$ cat src/rtl/mesi_fsm.sv
// MESI coherence next-state / bus-message / memory-command generator, one register stage.
// Optional MESI_ILLEGAL_FLAG_EN adds a registered 'illegal' output for illegal input combinations.
module mesi_fsm (
  input  logic       clock,
  input  logic       clear,
  input  logic [3:0] ctrl,
  input  logic [1:0] bus_msg,
  input  logic [1:0] cur_state,
  output logic [1:0] bus_out,
  output logic [1:0] mem_out,
  output logic [1:0] next_state
`ifdef MESI_ILLEGAL_FLAG_EN
  ,
  output logic       illegal
`endif
);

  typedef enum logic [1:0] {ST_I = 2'b00, ST_S = 2'b01, ST_E = 2'b10, ST_M = 2'b11} mesi_e;
  typedef enum logic [1:0] {BUS_NONE = 2'b00, BUS_RD = 2'b01, BUS_WR = 2'b10, BUS_INV = 2'b11} bus_e;
  typedef enum logic [1:0] {ACT_RD_MISS = 2'b00, ACT_RD_HIT = 2'b01,
                            ACT_WR_MISS = 2'b10, ACT_WR_HIT = 2'b11} act_e;
  typedef enum logic [1:0] {MEM_NONE = 2'b00, MEM_SUPPLY = 2'b01,
                            MEM_READ = 2'b10, MEM_WB = 2'b11} mem_e;

  logic       issuing, shared_in;
  logic [1:0] acao, eff_act;
  logic       cur_dirty;

  logic [1:0] bus_d, bus_q;
  logic [1:0] mem_d, mem_q;
  logic [1:0] ns_d, ns_q;
  logic       ill_d, ill_q;

  assign issuing   = ctrl[3];
  assign acao      = ctrl[2:1];
  assign shared_in = ctrl[0];
  assign cur_dirty = (cur_state == ST_M);
  // A hit on an invalid line degrades to the matching miss (clear the hit bit).
  assign eff_act   = {acao[1], acao[0] & (cur_state != ST_I)};

  always_comb begin
    ns_d  = cur_state;
    bus_d = BUS_NONE;
    mem_d = MEM_NONE;
    ill_d = 1'b0;
    if (issuing) begin
      ill_d = acao[0] & (cur_state == ST_I);
      case (eff_act)
        ACT_RD_MISS: begin
          ns_d  = shared_in ? ST_S : ST_E;
          bus_d = BUS_RD;
          mem_d = cur_dirty ? MEM_WB : MEM_READ;
        end
        ACT_RD_HIT: ns_d = cur_state;
        ACT_WR_MISS: begin
          ns_d  = ST_M;
          bus_d = BUS_WR;
          mem_d = cur_dirty ? MEM_WB : MEM_READ;
        end
        default: begin
          ns_d  = ST_M;
          bus_d = (cur_state == ST_S) ? BUS_INV : BUS_NONE;
        end
      endcase
    end else begin
      case (bus_msg)
        BUS_NONE: ns_d = cur_state;
        BUS_RD: begin
          ns_d  = (cur_state == ST_I) ? ST_I : ST_S;
          mem_d = cur_dirty ? MEM_WB : ((cur_state == ST_I) ? MEM_NONE : MEM_SUPPLY);
        end
        BUS_WR: begin
          ns_d  = ST_I;
          mem_d = cur_dirty ? MEM_WB : MEM_NONE;
        end
        default: begin
          ns_d  = ST_I;
          ill_d = (cur_state == ST_E) | (cur_state == ST_M);
        end
      endcase
    end
  end

  always_ff @(posedge clock or posedge clear) begin
    if (clear) begin
      bus_q <= BUS_NONE;
      mem_q <= MEM_NONE;
      ns_q  <= ST_I;
      ill_q <= 1'b0;
    end else begin
      bus_q <= bus_d;
      mem_q <= mem_d;
      ns_q  <= ns_d;
      ill_q <= ill_d;
    end
  end

  assign bus_out    = bus_q;
  assign mem_out    = mem_q;
  assign next_state = ns_q;
`ifdef MESI_ILLEGAL_FLAG_EN
  assign illegal    = ill_q;
`else
  logic unused_ill;
  assign unused_ill = ill_q;
`endif

endmodule

$ cat config.mk
export PLATFORM = sky130hd
export DESIGN_NAME = mesi_fsm
export DESIGN_NICKNAME = d
export VERILOG_FILES = /design/src/rtl/mesi_fsm.sv
export SDC_FILE = /design/constraint.sdc
export NUM_CORES = 1
export LEC_CHECK = 0
export ABC_AREA = 1
export CAP_MARGIN = 20
export CORE_AREA = 2 2 39 41
export CTS_CLUSTER_SIZE = 8
export DETAILED_ROUTE_END_ITERATION = 16
export DIE_AREA = 0 0 41 43
export SYNTH_ARGS = -nofsm -noshare
export SYNTH_HDL_FRONTEND = slang
export SYNTH_SLANG_ARGS = --single-unit
$ cat constraint.sdc
create_clock -name clock -period 0.8 [get_ports clock]
set_clock_uncertainty 0.05 [all_clocks]
set_input_delay 0.12 -clock clock [delete_from_list [all_inputs] [get_ports clock]]
set_output_delay 0.12 -clock clock [all_outputs]
set_load 0.005 [all_outputs]
==> run_results.csv, run 1 <==
group,metric,value,unit
outcome,status,"complete, but fails checks",
outcome,violations,"setup timing",
synth,syn_avg_cell_area,7.690,um^2
power_and_ir_drop,leakage,0.3262,nW
synth,postSynthCellCount,48,
worst_setup_path,slowest_delay,0.35,ns
cts,cts_tree,"done",
worst_setup_path,slowest_stage,"dfrtp_1",
floorplan,die_x,41,um
drt,drt_first_pass_iters,1,
synth,ys_top_cells_by_count,"nand2_1, inv_1, dfrtp_1",
worst_setup_path,cp-startpoint,"bus_out[1]",
cts,clkSlewWorstSetupHoldPaths,0.04,ns
synth,synth_most_common_cell,"nand2_1",
final_layout,drive_gt1_share,40.00,%
power_and_ir_drop,ir_drop,0.3562,mV
run,cap_viol_max_count,0,
grt,grt_antenna_before_repair,0,
floorplan,die_h,43,um
sta,timing.final.crit_share,109.7,%
sta,rsz0062_at_grt,"true",
synth,ys_async_sr_fraction,100.0,%
synth,synth_cell_types,13,
sta,finalHoldViolCount,0,
sta,finalSetupViolCount,6,
sta,slew_headroom,79.94,%
hold_path,hold_path.class,"primary input to asynchronous set/reset pin",
drt,ant_nets,0,
final_layout,nets,85,
worst_setup_path,crit_family,"flip-flops",
synth,ys_seq_area_share,40.68,%
drt,route.vias.total,373,
final_layout,nFillCells,158,
synth,ys_ff_latch,6,
sta,postLayoutSetupSlackWorst,-0.07740,ns
worst_setup_path,critical_path.endpoint,"bus_out[1]",
final_layout,register_area,150.1,um^2
placement,gp_congestion,0.8188,
power_and_ir_drop,swShare,26.01,%
synth,yosys_most_used_dff,"dfrtp_1",
sta,whs,0.04177,ns
power_and_ir_drop,seq_power_share,41.4,%
power_and_ir_drop,comb_power_share,25.5,%
grt,grt_overflow,0,
worst_setup_path,arrival,0.71,ns
drt,drt-wirelength-per-cell,8.884,um
cts,clk_path_buf_depth,2,
grt,grt_pass1_vias,325,
placement,place_inst,83,
cts,cts_buffers,3,
worst_setup_path,worst-setup-path-type,"flop to primary output",
sta,fmax,1140,MHz
final_layout,fin_util,42.77,%
floorplan,io_pins,16,
grt,grt_max_degree,8,
placement,dpl.hpwl,645.4,um
final_layout,syn2layout_area_growth,60.34,%
power_and_ir_drop,switchingPower,0.2075,mW
worst_setup_path,cp.depth,1,
grt,grt_util_all_layers,10.25,%
synth,synthesis.nets,61,
synth,yosys-top-cells-area,"dfrtp_1, nand2_1, ha_1",
cts,cts_htree_levels,1,
worst_setup_path,cp-end-kind,"primary output",
grt,grt_pass1_wl,1207,um
power_and_ir_drop,p_per_area,1348,nW/um^2
drt,via_per_inst,4.337,
worst_setup_path,cp_max_fo,1,
final_layout,antenna_cells,0,
floorplan,start_util,26.67,%
floorplan,dieArea,1763,um^2
placement,port_buffers,15,
synth,netlist.area_leader.share,40.68,%
sta,fin_crit,0.8774,ns
power_and_ir_drop,p_int,0.5903,mW
final_layout,instances_no_fill,86,
drt,detail_route.iter0.violations,0,
cts,numClockSinks,6,
sta,tightest_slew,0.3008,ns
drt,route.detailed.drc,0,
cts,postCtsHoldBufs,0,
power_and_ir_drop,clkPwrFrac,33.1,%
sta,final_max_slew_viol_count,0,
synth,yosys_warnings,0,
synth,yosys.area.top_type,"dfrtp_1",
final_layout,multi_input_area,219.0,um^2
worst_setup_path,crit_required,0.63,ns
worst_setup_path,cp-start-kind,"flop",
cts,clockRootBuffer,"clkbuf_4",
drt,wl,764,um
synth,synth_area,369.1,um^2
cts,post-cts-setup-buffers,0,
floorplan,core-area,1384,um^2
floorplan,rows,14,
worst_setup_path,path_buf_inv,1,
worst_setup_path,crit_chain,"buf_2",
synth,synth_edf_count,0,
==> final cells by class <==
class / count / area share, %
clock buffers: 3 / 3.805
inverters: 9 / 6.977
multi-input cells: 33 / 37.00
flip-flops and latches: 6 / 25.37
well taps: 16 / 3.383
repair buffers: 19 / 23.47
==> power by group through the flow <==
stage / Sequential, mW / Combinational (mW) / Clock [mW]
final: 0.330 / 0.203 / 0.264
after global routing: 0.332 / 0.230 / 0.288
after CTS: 0.331 / 0.194 / 0.280
after detailed placement: 0.336 / 0.227 / 0
after global placement: 0.335 / 0.224 / 0
after floorplan: 0.340 / 0.0866 / 0
==> per-layer routing <==
metal | vias up | global-route usage (%) | wire length, um
li1 | 196 | - | -
met3 | 0 | 1.571 | 61
met5 | - | 0 | 0
met4 | 0 | 8.000 | 0
met2 | 10 | 16.56 | 403
met1 | 167 | 10.97 | 299
==> per-stage QoR <==
step | setup TNS [ns] | power (mW) | area (um^2) | setup slack, ns
after floorplan | 0 | 0.4263 | 391.6 | 0.0001050
after global placement | -3.965 | 0.5588 | 591.8 | -0.6336
after detailed placement | -4.061 | 0.5633 | 591.8 | -0.6573
after CTS | -0.5106 | 0.8045 | 570.5 | -0.09406
after global routing | -0.6113 | 0.8509 | 591.8 | -0.1122
final | -0.4246 | 0.7978 | 591.8 | -0.07740
==> cell usage in the layout, fill, tap and decap left out, types with 2 or more instances in the layout <==
cell type	instances
nand2_1	14
buf_2	8
dlygate4sd2_1	4
clkbuf_4	3
nand3_1	3
ha_1	2
buf_4	4
o21ai_1	2
o21ai_2	2
inv_1	6
dfrtp_1	6
==> how the worst min path moves through the flow <==
stage,start,endpoint,slack (ns),cells past startpoint
floorplan,clear,bus_out[0],-0.14,1
global placement,clear,next_state[1],0.29,2
detailed placement,clear,bus_out[0],0.31,2
CTS,clear,next_state[0],0.04,2
global route,clear,next_state[0],0.07,2
finish,clear,next_state[0],0.04,2
==> cell families (layout without fill, tap and decap cells) <==
| logic type | count (synthesis) | after routing | share of synthesized area (%) |
|---|---|---|---|
| and+or+nand+nor | 23 | 23 | 27.46 |
| DFF | 6 | 6 | 40.68 |
| adders and majority gates | 3 | 3 | 10.17 |
| AOI/OAI and AO/OA | 7 | 7 | 12.54 |
| buffers and inverters | 9 | 31 | 9.152 |
==> flip-flops by register name, summed over array words and instances, names as in the netlist <==
signal / count
mem_out: 2
bus_out: 2
next_state: 2
==> what timing repair did <==
item                       in CTS  in global routing
pin swaps                       1                  2
setup endpoints to repair      12                 11
cloned                          0                  0
gates resized for setup        40                  5
Power figures use the tool's default switching activity.
==> run 2: changes to the inputs <==
Settings changed: CELL_PAD_IN_SITES_DETAIL_PLACEMENT set to 0, CELL_PAD_IN_SITES_GLOBAL_PLACEMENT set to 1, CORE_AREA 2 2 39 41 to 2 2 41 43, DIE_AREA 0 0 41 43 to 0 0 43 45, PLACE_DENSITY_LB_ADDON set to 0.1.
==> run 2 against run 1 <==
Net effect: the run still ends with setup timing left; final area down 2.7%; via count down 4.3%; global-route usage down 1.2 points; highest routed layer is now met4; wire length down 5.9%; power down 1.5%; utilization down 3.7 points; die area up 9.8%; largest power group unchanged; sequential power about the same; combinational power down 4%; sequential share of layout area up 0.72 points.
==> run_results.csv, run 2 (synthesis gave the netlist of run 1 again) <==
group,metric,value,unit
outcome,status,"complete, but fails checks",
outcome,violations,"setup timing",
cts,post-cts-setup-buffers,0,
sta,rsz0062_at_grt,"true",
worst_setup_path,crit_family,"flip-flops",
grt,grt_antenna_before_repair,0,
grt,grt_overflow,0,
sta,postLayoutSetupSlackWorst,-0.07442,ns
placement,gp_congestion,0.7183,
final_layout,nets,85,
cts,clkSlewWorstSetupHoldPaths,0.04,ns
drt,route.vias.total,357,
sta,finalHoldViolCount,0,
sta,tightest_slew,0.3005,ns
cts,cts_tree,"done",
sta,fmax,1144,MHz
cts,clk_path_buf_depth,2,
final_layout,layout_commonest_cell,"nand2_1",
cts,cts_buffers,3,
worst_setup_path,crit_chain,"buf_2",
sta,timing.final.crit_share,109.3,%
floorplan,io_pins,16,
placement,port_buffers,15,
drt,ant_nets,0,
placement,place_inst,83,
worst_setup_path,slowest_delay,0.35,ns
drt,drt_first_pass_iters,1,
worst_setup_path,crit_required,0.63,ns
final_layout,fin_util,39.12,%
worst_setup_path,arrival,0.70,ns
power_and_ir_drop,ir_drop,0.3619,mV
final_layout,register_area,150.1,um^2
cts,clockRootBuffer,"clkbuf_4",
final_layout,drive_gt1_share,41.43,%
grt,grt_max_degree,7,
worst_setup_path,slowest_stage,"dfrtp_1",
power_and_ir_drop,leakage,0.3256,nW
grt,grt_pass1_wl,1242,um
final_layout,syn2layout_area_growth,55.93,%
final_layout,antenna_cells,0,
power_and_ir_drop,p_per_area,1366,nW/um^2
worst_setup_path,cp_max_fo,1,
worst_setup_path,cp-end-kind,"primary output",
cts,postCtsHoldBufs,0,
final_layout,multi_input_area,210.2,um^2
cts,numClockSinks,6,
power_and_ir_drop,total_power,0.7859,mW
drt,via_per_inst,4.151,
sta,finalSetupViolCount,6,
floorplan,die_x,43,um
drt,detail_route.iter0.violations,0,
worst_setup_path,worst-setup-path-type,"flop to primary output",
drt,drt-wirelength-per-cell,8.360,um
placement,dpl.hpwl,617.2,um
cts,cts_htree_levels,1,
floorplan,die_h,45,um
run,cap_viol_max_count,0,
final_layout,final_cell_mix,"nand2_1, buf_2, dfrtp_1, inv_1, buf_4",
floorplan,rows,14,
floorplan,core-area,1471,um^2
drt,wl,719,um
grt,grt_util_all_layers,9.030,%
floorplan,dieArea,1935,um^2
final_layout,instances_no_fill,86,
grt,grt_pass1_vias,305,
sta,fin_crit,0.8744,ns
drt,route.detailed.drc,0,
final_layout,nFillCells,157,
hold_path,hold_path.class,"primary input to asynchronous set/reset pin",
worst_setup_path,cp-start-kind,"flop",
sta,final_max_slew_viol_count,0,
sta,slew_headroom,79.97,%
worst_setup_path,path_buf_inv,1,
floorplan,start_util,25.09,%
## run 2: area by class of cell
class                   count  share of cell area (%)
multi-input cells          33                   36.52
flip-flops and latches      6                   26.09
repair buffers             19                   22.83
inverters                   9                   7.174
clock buffers               3                   3.913
well taps                  16                   3.478
## run 2: what timing repair did
action | in CTS | in global routing
endpoints found under the setup margin | 12 | 11
gates resized for setup | 39 | 7
pin swaps | 4 | 4
## run 2: report_power, final
part	total (mW)	internal (mW)	switching, mW
clock	0.261	0.169	0.0925
sequential	0.330	0.326	0.00397
combinational	0.195	0.0919	0.103
## run 2: metrics by stage
step	TNS (ns)	hold WS (ns)	worst slack, ns	area (um^2)
finish	-0.4215	0.04420	-0.07442	575.6
global route	-0.6670	0.04296	-0.1238	575.6
CTS	-0.5126	0.04314	-0.09204	569.3
detailed placement	-4.010	0.2948	-0.6793	591.8
global placement	-3.983	0.2965	-0.6557	591.8
floorplan	0	-0.1390	0.0001050	391.6
## run 2: worst paths after layout
check | from | end | slack (ns) | depth (start not counted)
min in group clock | ctrl[0] | next_state[0] | 0.18 | 5
max in group asynchronous | clear | next_state[0] | 0.47 | 2
setup / recovery | mem_out[1] | mem_out[1] | -0.07 | 1
hold / removal | clear | next_state[1] | 0.04 | 2
## run 2: routing by layer
layer / routed length, um / up-vias / GRT usage (%)
li1: - / 196 / -
met1: 287 / 147 / 10.37
met2: 359 / 12 / 13.33
met3: 66 / 2 / 2.400
met4: 6 / 0 / 9.091
met5: 0 / - / 0
